`config.mk`:
```
export PLATFORM = sky130hd
export DESIGN_NAME = decode_stage
export DESIGN_NICKNAME = d
export VERILOG_FILES = /design/src/rtl/decode_stage.sv
export SDC_FILE = /design/constraint.sdc
export NUM_CORES = 1
export LEC_CHECK = 0
export BUFFER_PORTS_ARGS = -buffer_cell sky130_fd_sc_hd__buf_2
export CELL_PAD_IN_SITES_DETAIL_PLACEMENT = 0
export CELL_PAD_IN_SITES_GLOBAL_PLACEMENT = 2
export CORE_MARGIN = 2
export CORE_UTILIZATION = 31
export CTS_CLUSTER_DIAMETER = 200
export CTS_CLUSTER_SIZE = 30
export DETAILED_ROUTE_END_ITERATION = 10
export PLACE_DENSITY_LB_ADDON = 0.15
export RECOVER_POWER = 25
export SKIP_LAST_GASP = 1
export SYNTH_ARGS = -nofsm -noshare
export SYNTH_HDL_FRONTEND = slang
export SYNTH_SLANG_ARGS = --single-unit
```
`constraint.sdc`:
```
create_clock -name CLK -period 2.6 [get_ports CLK]
set_clock_uncertainty 0.1 [all_clocks]
set_input_delay 0.26 -clock CLK [delete_from_list [all_inputs] [get_ports CLK]]
set_output_delay 0.26 -clock CLK [all_outputs]
set_load 0.03 [all_outputs]
```
`src/rtl/decode_stage.sv`:
```
// decode_stage: instruction field/MB/CS decode with 2-entry elastic buffer; DECODE_STALL_CNT_EN adds STALL_CNT
module decode_stage #(
  parameter logic [6:0] ILLEGAL_OP  = 7'h7F,
  parameter bit         RESET_READY = 1'b1
) (
  input  logic        CLK,
  input  logic        RST_N,
  input  logic [31:0] IN_INSTR,
  input  logic        IN_VALID,
  output logic        IN_READY,
  input  logic        FLUSH,
  output logic        OUT_VALID,
  input  logic        OUT_READY,
  output logic [6:0]  OPCODE,
  output logic [4:0]  DA,
  output logic [4:0]  AA,
  output logic [4:0]  BA,
  output logic [14:0] IM,
  output logic        MB,
  output logic        CS,
`ifdef DECODE_STALL_CNT_EN
  output logic [15:0] STALL_CNT,
`endif
  output logic        ILLEGAL
);
  logic [39:0] dec, out_q, out_d, skid_q, skid_d;
  logic out_v_q, out_v_d, skid_v_q, skid_v_d, rdy_q, acc, xfer;
  // record layout: {OPCODE, DA, AA, BA, IM, MB, CS, ILLEGAL}
  assign dec = {IN_INSTR[31:10], IN_INSTR[14:0], IN_INSTR[31], IN_INSTR[31] & IN_INSTR[30],
                IN_INSTR[31:25] == ILLEGAL_OP};
  assign acc = IN_VALID & rdy_q;
  assign xfer = out_v_q & OUT_READY;
  always_comb begin
    out_d = (skid_v_q & xfer) ? skid_q : (acc & (!out_v_q | xfer)) ? dec : out_q;
    skid_d = (acc & out_v_q & !xfer) ? dec : skid_q;
    skid_v_d = !FLUSH & (skid_v_q ? !xfer : acc & out_v_q & !xfer);
    out_v_d = !FLUSH & (skid_v_q | acc | (out_v_q & !OUT_READY));
  end
  always_ff @(posedge CLK) begin
    if (!RST_N) begin
      out_q <= '0;
      skid_q <= '0;
      out_v_q <= 1'b0;
      skid_v_q <= 1'b0;
      rdy_q <= RESET_READY;
    end else begin
      out_q <= out_d;
      skid_q <= skid_d;
      out_v_q <= out_v_d;
      skid_v_q <= skid_v_d;
      rdy_q <= !skid_v_d;
    end
  end
  assign IN_READY = rdy_q;
  assign OUT_VALID = out_v_q;
  assign {OPCODE, DA, AA, BA, IM, MB, CS, ILLEGAL} = out_q;
`ifdef DECODE_STALL_CNT_EN
  logic [15:0] stall_cnt_q;
  always_ff @(posedge CLK) begin
    if (!RST_N) stall_cnt_q <= '0;
    else if (out_v_q & !OUT_READY & (stall_cnt_q != 16'hFFFF)) stall_cnt_q <= stall_cnt_q + 16'd1;
  end
  assign STALL_CNT = stall_cnt_q;
`endif
endmodule

```
== After elaboration in Yosys (flattened, before gate mapping) ==
Cells that the tools add are included.
Storage, ports and cells
  input port bits: 37
  register bits after elaboration: 83
  logic and storage cells: 28
  output and inout bits: 42
Cells by class
  muxes and demuxes: 3
  bitwise logic cells: 13
  reductions and logical operators: 6
  eq/ne operators: 1
Operators by type and width (count)
  $mux 40: 2
  $and 1x1->1: 10
  $eq 7x7->1 const B: 1
  $logic_not 1->1: 5
  $or 1x1->1: 3
  $reduce_bool 2->1: 1
  $mux 1: 1

== Logic depth before layout (Yosys ltp) ==
Gate-level depths: netlist (run 1).
  depth in word-level cells: 6
  depth in mapped cells: 7
  depth with buffers taken out: 4

== Worst setup path after synthesis (run 1) ==
OpenSTA, ideal clock, no wires.
  path type: register -> register
  from: register out_v_q (netlist: OUT_VALID)
  to: register skid_q[4]
  path slack: 1.014 ns
  setup time: 0.070 ns
  data required time: 2.430 ns
  arrival time: 1.416 ns
  cell stages (with the launch flop): 8
  cells stage by stage: dfxtp_1 -> buf_4 -> nor2b_4 -> and2b_1 -> buf_4 -> buf_6 -> nand2_1 -> a21boi_1
Between the ends
  cells in the longest elaborated chain, start to end: 3
RTL lines
  start, declared: line 27  | logic out_v_q, out_v_d, skid_v_q, skid_v_d, rdy_q, acc, xfer;
  start signal, assigned: line 49  | out_v_q <= out_v_d;
  $and 1x1->1: line 32  | assign xfer = out_v_q & OUT_READY;
  $logic_not 1->1: line 35  | skid_d = (acc & out_v_q & !xfer) ? dec : skid_q;
  $and 1x1->1 (*): line 35
  end signal, assigned: line 48  | skid_q <= skid_d;
  end, declared: line 26  | logic [39:0] dec, out_q, out_d, skid_q, skid_d;
Every way passes the cells marked *; elsewhere a longest branch is shown, timed or not.
A chain may end at the register's enable or synchronous reset.

== Worst setup path in the final report (run 1) ==
  from: register rdy_q (netlist: IN_READY)
  to: register skid_q[28]
Between the ends
  cells in the longest elaborated chain, start to end: 3
RTL lines
  start, declared: line 27
  start signal, assigned: line 51  | rdy_q <= !skid_v_d;
  $and 1x1->1: line 31  | assign acc = IN_VALID & rdy_q;
  $and 1x1->1 (2 in series): line 35
Every way passes these cells.

==> results.toml, run 1 <==
[floorplan]
core_mm2 = 0.009819
die-area_mm2 = 0.01100
initial_core_util_pct = 32.14
die_y_um = 104.9
top_level_ports = 79
die_w_um = 104.9
placement_rows = 36

[worst_setup_path]
r2r_slack_ps = 600
crit_start = "IN_READY"
reg2reg_depth = 5
regToRegEndpoint = "skid_q[28]"
crit_family = "simple AND/OR/NAND/NOR gates"
cp_max_fo = 25
worstReg2RegStart = "IN_READY"
endpoint_kind = "register"
cp_cell_sequence = "nand2_1 -> and2b_1 -> buf_4 -> nand2_1 -> a21boi_1"
crit_top_cell = "nand2_1"
cp_data_required_time_ps = 2760
crit_type = "reg2reg"
slowest_delay_ps = 550
startpoint_type = "register"
critPathSlowestCell = "and2b_1"
cp.arrival_ps = 2160
path_buf_inv = 1

[grt]
grt_pass1_wl_mm = 15.04
gr-total-overflow = 0
grt_pass1_vias = 2843
antenna_found_initial = 0
grt.total_usage_pct = 17.09
grt_max_degree = 37

[timing]
grt_setup_unrepaired = "false"
timing.final.crit_period_ps = 2002
drv_slew = 0
tightest_slew_ps = 521.7
tns_ps = 0
setup_viol = 0
timing.final.hold_violations = 0
finalCritPeriodShare_pct = 77.01
timing.fmax_ghz = 0.4994
maxSlewHeadroom_pct = 65.13

[power_and_ir_drop]
p_leak_nw = 1.442
powerDensity_mw_per_mm2 = 642.4
ir_worst_vdd_mv = 0.2015

[layout]
fill_cells = 1138
nets = 528
drive_gt1_share_pct = 16.16
fin_util_pct = 38.01
area_growth_pct = 18.28
antenna_cells = 0

[yosys]
ys_seq_area_share_pct = 45.04
synth.cell_area_mm2 = 0.003156
ys.flop_type = "dfxtp_1"
synth_edf_count = 0
syn_inst = 433
ys.warnings.count = 0
yosysTopAreaCell = "dfxtp_1"
ys_types = 25
synth.area.top_cells = "dfxtp_1 (45%), nand2_1 (20%), o21ai_0 (10%)"
async_flop_share_pct = 0
avgSynthCellArea_um2 = 7.288
syn_nets = 470
synth.top_cell.area_share_pct = 45.04
synth_seq_cells = 71
synth.most_common_cell = "nand2_1"
synthTopCellsByCount = "nand2_1 (167), dfxtp_1 (71), o21ai_0 (63)"

[clocking]
holdBufCountCts = 0
ctsResizeCount = 0
cts-root-buf = "clkbuf_8"
numClockSinks = 71
cts_max_level = 3
post_cts_buffers = 0
cts-buffers-inserted = 9
clkTransAtPathRegs_ps = 80
cts_tree = "done"
cts.path.max_buffers = 2
clkLatencyLatePin_ps = 330

[worst_hold_path]
hold_path_startpoint = "IN_INSTR[15]"
min_to = "skid_q[23]"
min_path_cells = 3
hold_path_class = "in2reg"

[drt]
wl_mm = 9.067
drc = 0
vias_per_cell = 4.697
ant_nets = 0
vias = 2950
drt_iter0_drc = 117
drt_pass1_iterations = 4
wire_per_inst_um = 14.44

[run_status]
run_status = "complete, no violations"

[run]
maxCapViolCount = 0

[place]
portBuffers = 78
post-dp-hpwl_mm = 5.561
globalplace.congestion = 0.7359
worst register-to-register path, cell delays in order, from the launching register on:
cell and delay [ps]:
dfxtp_1 370, nand2_1 330, and2b_1 550, buf_4 370, nand2_1 110, a21boi_1 120
area by class of cell:
class                      count  area (µm²)  share of cell area, %
multi-input combinational    319        1508                  40.40
clock inverter                 4       45.04                  1.207
timing repair buffer          88       430.4                  11.53
inverter                       2       7.507                 0.2011
tap                          133       166.4                  4.459
clock buffer                  11       151.4                  4.056
sequential                    71        1424                  38.15
logic make-up after synthesis:
family                 count (synthesis)  synth area share, %
DFF                                   71                45.04
AOI/OAI and AO/OA                    139                25.34
and+or+nand+nor                      180                22.44
buffers and inverters                 43                7.177
placed cells by master, fill, tap and decap left out, types with 4 or more instances in the layout:
cell / instances
a21oi_1: 34
nand2_1: 167
buf_2: 50
dfxtp_1: 69
a21boi_1: 30
clkbuf_8: 11
buf_4: 10
nand3_1: 4
o21ai_0: 63
clkbuf_1: 28
a21boi_0: 6
report_power, final:
part / switching (mW) / internal, mW
Combinational: 0.238 / 0.0972
Clock: 0.414 / 0.486
Sequential: 0.0256 / 1.14
Total: 0.678 / 1.72
worst max path at each step:
stage	endpoint	slack, ps	cells past startpoint
floorplan	skid_q[4]	1010	7
global placement	out_q[6]	610	6
detailed placement	skid_q[11]	560	5
CTS	skid_q[4]	550	5
global route	skid_q[5]	360	5
finish	skid_q[28]	600	5
state kept, by name (all words and copies together), names as in the netlist:
register and count:
out_q 34, skid_q 34, IN_READY 1, OUT_VALID 1, skid_v_q 1
layer usage:
layer / global-route usage [%] / part of all wire (%) / vias up
met5: 0 / 0 / -
met4: 5.429 / 0.86 / 0
met3: 2.994 / 4.0 / 5
met2: 25.46 / 43 / 62
met1: 24.94 / 52 / 1350
li1: - / - / 1533
through the flow:
step | instance area, µm² | total power [mW] | hold WS (ps) | cells | setup slack (ps)
finish | 3732 | 2.398 | 68.82 | 628 | 597.7
global route | 3732 | 2.511 | 60.65 | 628 | 364.5
CTS | 3767 | 2.452 | 42.40 | 628 | 551.9
detailed placement | 3571 | 1.537 | 345.1 | 613 | 564.4
global placement | 3571 | 1.539 | 341.0 | 613 | 607.7
floorplan | 3156 | 1.419 | 294.8 | 433 | 1014
Note: power is estimated with default switching activity, not from simulation.
==> run 2, diff against run 1 <==
--- a/config.mk
+++ b/config.mk
@@ -5,11 +5,12 @@
 export SDC_FILE = /design/constraint.sdc
 export NUM_CORES = 1
 export LEC_CHECK = 0
+export ABC_AREA = 1
 export BUFFER_PORTS_ARGS = -buffer_cell sky130_fd_sc_hd__buf_2
 export CELL_PAD_IN_SITES_DETAIL_PLACEMENT = 0
 export CELL_PAD_IN_SITES_GLOBAL_PLACEMENT = 2
 export CORE_MARGIN = 2
-export CORE_UTILIZATION = 31
+export CORE_UTILIZATION = 28
 export CTS_CLUSTER_DIAMETER = 200
 export CTS_CLUSTER_SIZE = 30
 export DETAILED_ROUTE_END_ITERATION = 10
==> constraint.sdc (replaced) <==
create_clock -name CLK -period 1.91 [get_ports CLK]
set_clock_uncertainty 0.1 [all_clocks]
set_input_delay 0.191 -clock CLK [delete_from_list [all_inputs] [get_ports CLK]]
set_output_delay 0.191 -clock CLK [all_outputs]
set_load 0.03 [all_outputs]
==> results.toml, run 2 <==
[yosys]
synth.top_cell.area_share_pct = 42.01
yosys.area_share.adder_pct = 0
yosysTopAreaCell = "dfxtp_1"
synth-simple-area-share_pct = 38.17
synth.cell_area_mm2 = 0.003383
synth.area.top_cells = "dfxtp_1 (42%), nor2_1 (19%), nand2_1 (12%)"
synth_compound_area_share_pct = 5.325
ys.warnings.count = 0
synth.area.mux_share_pct = 0
async_flop_share_pct = 0
ys.flop_type = "dfxtp_1"
synth.most_common_cell = "nor2_1"
synth_seq_cells = 71
syn_inst = 541
avgSynthCellArea_um2 = 6.254
synth-xor-area-share_pct = 0
syn_nets = 578
synth_top_family_by_area = "simple AND/OR/NAND/NOR gates"
ys_seq_area_share_pct = 42.01
synthTopCellsByCount = "nor2_1 (171), nand2_1 (107), inv_1 (75)"
synth_edf_count = 0
ys_types = 19

[worst_setup_path]
endpoint_kind = "register"
r2r_slack_ps = 470
critPathSlowestCell = "dfxtp_1"
crit_family = "simple AND/OR/NAND/NOR gates"
regToRegEndpoint = "out_q[23]"
slowest_delay_ps = 430
crit_start = "OUT_VALID"
cp_cell_sequence = "nand2_1 -> nand2_2 -> buf_4 -> nand3_1 -> nor2_1 -> nor2_1"
cp_data_required_time_ps = 2030
cp.arrival_ps = 1560
reg2reg_depth = 6
path_buf_inv = 1
worstReg2RegStart = "OUT_VALID"
crit_top_cell = "nor2_1"
crit_type = "reg2reg"
startpoint_type = "register"
cp_max_fo = 19

[drt]
vias = 3209
drc = 0
wl_mm = 9.015
vias_per_cell = 4.173
ant_nets = 0
wire_per_inst_um = 11.72
drt_iter0_drc = 118
drt_pass1_iterations = 4

[clocking]
numClockSinks = 71
clkLatencyLatePin_ps = 340
post_cts_buffers = 0
cts-buffers-inserted = 9
cts-root-buf = "clkbuf_16"
holdBufCountCts = 12
cts_tree = "done"
clkTransAtPathRegs_ps = 60
cts.path.max_buffers = 2
cts_max_level = 3
ctsResizeCount = 0

[layout]
area_growth_pct = 26.92
drive_gt1_share_pct = 13.50
design_area_mm2 = 0.004294
fin_util_pct = 36.05
mostFrequentLayoutCells = "nor2_1 (171), nand2_1 (107), inv_1 (75)"
final_common_cell = "nor2_1"
antenna_cells = 0
top_regs = "out_q x34, skid_q x34"
nets = 654

[worst_hold_path]
min_to = "skid_q[26]"
hold_path_startpoint = "IN_INSTR[18]"
min_path_cells = 3
hold_path_class = "in2reg"

[floorplan]
die_y_um = 113.9
top_level_ports = 79
die-area_mm2 = 0.01298
placement_rows = 40
initial_core_util_pct = 28.40
core_mm2 = 0.01191
die_w_um = 113.9

[power_and_ir_drop]
ir_worst_vdd_mv = 0.3694
power.total_mw = 4.102
p_leak_nw = 2.100
powerDensity_mw_per_mm2 = 955.3

[timing]
tns_ps = 0
tightest_slew_ps = 426.1
timing.final.crit_period_ps = 1438
drv_slew = 0
timing.fmax_ghz = 0.6955
finalCritPeriodShare_pct = 75.28
setup_ws_ps = 472.1
setup_viol = 0
timing.final.hold_violations = 0
grt_setup_unrepaired = "false"
maxSlewHeadroom_pct = 71.57

[grt]
gr-total-overflow = 0
grt.total_usage_pct = 14.98
grt_pass1_wl_mm = 15.06
grt_pass1_vias = 3008
grt_max_degree = 45
antenna_found_initial = 0

[run_status]
run_status = "complete, no violations"

[place]
place_ws_ps = 463.6
globalplace.congestion = 0.7159
portBuffers = 78
place_area_mm2 = 0.003860
post-dp-hpwl_mm = 5.670

[run]
maxCapViolCount = 0
-- run 2: cell count changes after synthesis, moves of 30 or more --
cell and delta:
nand3_1 +31, a21oi_1 -32, a21boi_1 -30, nand2_1 -60
o21ai_0 -34, nor2_1 +168, inv_1 +73
-- run 2: final cells by class --
class	instances	area, µm²
tap	147	183.9
clock buffer	11	242.7
sequential	71	1421
clock inverter	5	105.1
inverter	76	285.3
timing repair buffer	101	584.3
fill	1314	7617
multi-input combinational	358	1471
-- run 2: cell families (layout without fill, tap and decap cells) --
group | after synthesis | count (layout)
flip-flops | 71 | 71
AO/OA/AOI/OAI | 36 | 36
buffers and inverters | 112 | 193
AND/OR/NAND/NOR | 322 | 322
-- run 2: how the worst max path moves through the flow --
stage | cells after the start | endpoint
detailed placement | 6 | out_q[23]
global placement | 6 | out_q[23]
CTS | 6 | out_q[23]
global route | 6 | out_q[1]
finish | 6 | out_q[23]
floorplan | 6 | out_q[11]
-- run 2: metrics by stage --
stage	hold slack [ps]	cells
3_5_place_dp	279.4	741
3_3_place_gp	274.5	741
6_report	5.659	769
5_1_grt	19.25	769
2_1_floorplan	170.2	541
4_1_cts	1.029	769
-- run 2: layer usage --
metal  part of all wire (%)  wire length, µm  vias to the layer above  track usage, %
met5                      0                0                        -               0
met4                    1.8              165                        0           6.667
met3                    4.3              392                       11           2.922
met2                     43             3835                       67           22.50
met1                     51             4622                     1381           20.78
li1                       -                -                     1750               -
-- run 2: report_power, final --
part	switching (mW)	internal [mW]
Combinational	0.366	0.174
Clock	0.654	1.31
Sequential	0.0387	1.56
-- run 2: worst reg2reg max path: stages (launching register included) --
cell and delay (ps):
dfxtp_1 430, nand2_1 90, nand2_2 110, buf_4 270, nand3_1 110, nor2_1 160, nor2_1 60
==> run 3, diff against run 2 <==
==> constraint.sdc (replaced) <==
create_clock -name CLK -period 1.47 [get_ports CLK]
set_clock_uncertainty 0.1 [all_clocks]
set_input_delay 0.147 -clock CLK [delete_from_list [all_inputs] [get_ports CLK]]
set_output_delay 0.147 -clock CLK [all_outputs]
set_load 0.03 [all_outputs]
==> results.toml, run 3 (synthesis gave the netlist of run 2 again) <==
[timing]
timing.final.hold_violations = 0
grt_setup_unrepaired = "false"
tightest_slew_ps = 393.5
hold_slack_ps = 17.14
tns_ps = 0
drv_slew = 0
maxSlewHeadroom_pct = 73.88
setup_ws_ps = 115.8
setup_viol = 0
finalCritPeriodShare_pct = 92.12
timing.final.crit_period_ps = 1354
timing.fmax_ghz = 0.7385

[clocking]
cts-buffers-inserted = 9
numClockSinks = 71
cts_max_level = 3
clkTransAtPathRegs_ps = 50
post_cts_buffers = 0
cts_tree = "done"
clkLatencyLatePin_ps = 330
cts.path.max_buffers = 2
cts-root-buf = "clkbuf_16"

[worst_setup_path]
cp_cell_sequence = "nand2_1 -> nand2_2 -> buf_12 -> nand3_1 -> nor2_1 -> nor2_1"
regToRegEndpoint = "out_q[23]"
cp_max_fo = 13
critPathSlowestCell = "dfxtp_1"
r2r_slack_ps = 120
path_buf_inv = 1
crit_type = "reg2reg"
cp_data_required_time_ps = 1590
worstReg2RegStart = "IN_READY"
cp.arrival_ps = 1470
slowest_delay_ps = 330
startpoint_type = "register"
worstSetupPathDepth = 6
reg2reg_depth = 6
crit_top_cell = "nor2_1"
crit_family = "simple AND/OR/NAND/NOR gates"
endpoint_kind = "register"

[layout]
area_growth_pct = 32.91
drive_gt1_share_pct = 13.31
fill_cells = 1307
nets = 678
final_cells = 793
mostFrequentLayoutCells = "nor2_1 (171), nand2_1 (107), inv_1 (75)"
top_regs = "out_q x34, skid_q x34"
seq_area_mm2 = 0.001423
antenna_cells = 0
multi_input_area_mm2 = 0.001471
final_common_cell = "nor2_1"

[drt]
ant_nets = 0
vias_per_cell = 4.122
drt_pass1_iterations = 5
vias = 3269
wl_mm = 9.535
drc = 0
drt_iter0_drc = 111
wire_per_inst_um = 12.02

[worst_hold_path]
hold_path_startpoint = "IN_INSTR[31]"
min_to = "skid_q[2]"
min_path_cells = 3
hold_path_class = "in2reg"

[place]
portBuffers = 78
place_ws_ps = 76.41
post-dp-hpwl_mm = 6.226
dp.cells = 746
globalplace.congestion = 0.7386

[floorplan]
die-area_mm2 = 0.01298
die_w_um = 113.9
placement_rows = 40
initial_core_util_pct = 28.40
top_level_ports = 79
die_y_um = 113.9
core_mm2 = 0.01191

[grt]
grt_pass1_vias = 3038
grt.total_usage_pct = 15.37
grt_max_degree = 36
gr-total-overflow = 0
grt_pass1_wl_mm = 15.45
antenna_found_initial = 0

[run]
maxCapViolCount = 0

[run_status]
run_status = "complete, no violations"

[power_and_ir_drop]
ir_worst_vdd_mv = 0.4382
powerDensity_mw_per_mm2 = 1085
p_leak_nw = 2.189
## run 3: changes by cell type in the layout (fill, tap and decap cells not counted), moves of 2 or more
cell           delta
buf_12            +4
bufinv_16         -3
clkbuf_1          +4
clkinvlp_4        -2
dlygate4sd3_1    +19
## run 3: worst max path at each step
| stage | start | end | slack (ps) |
|---|---|---|---|
| 5_1_grt | IN_READY | out_q[18] | 8 |
| 2_1_floorplan | IN_READY | out_q[11] | 30 |
| 3_5_place_dp | OUT_VALID | skid_q[38] | 80 |
| 4_1_cts | OUT_VALID | skid_q[38] | 70 |
| 6_report | IN_READY | out_q[23] | 120 |
| 3_3_place_gp | OUT_VALID | skid_q[38] | 110 |
## run 3: area by class of cell
type | instances | area share, %
Inverter | 76 | 6.344
Sequential cell | 71 | 31.64
Tap cell | 147 | 4.090
Timing Repair Buffer | 125 | 19.17
Multi-Input combinational cell | 358 | 32.72
Clock buffer | 16 | 6.038
## run 3: worst min-delay path, cell delays in order
cell	delay, ps
buf_2	110
o21ai_0	80
nor2_1	70
## run 3: per-stage QoR
step,instance area [µm²],power [mW],utilization (%)
detailed placement,3948,2.844,33.14
global placement,3948,2.839,33.14
CTS,4529,4.980,38.03
floorplan,3383,2.607,-
global route,4497,5.146,37.75
finish,4497,4.877,37.75
## run 3: per-layer routing
metal  share of wire, %  GRT usage (%)  wire, µm
met1                 52          21.56      4984
met2                 43          23.17      4085
met3                3.8          3.773       358
met4                1.1          4.959       106
met5                  0              0         0
## run 3: power by group
part | switching, mW | internal, mW | total (mW)
logic | 0.491 | 0.280 | 0.771
clock network | 0.793 | 1.24 | 2.03
registers | 0.0499 | 2.02 | 2.07
## run 3: repair_timing
| item | in CTS | in global routing |
|---|---|---|
| resized for setup | 0 | 1 |
| hold endpoints to repair | 33 | 0 |
| hold buffers | 31 | 0 |
| endpoints found under the setup margin | 0 | 14 |
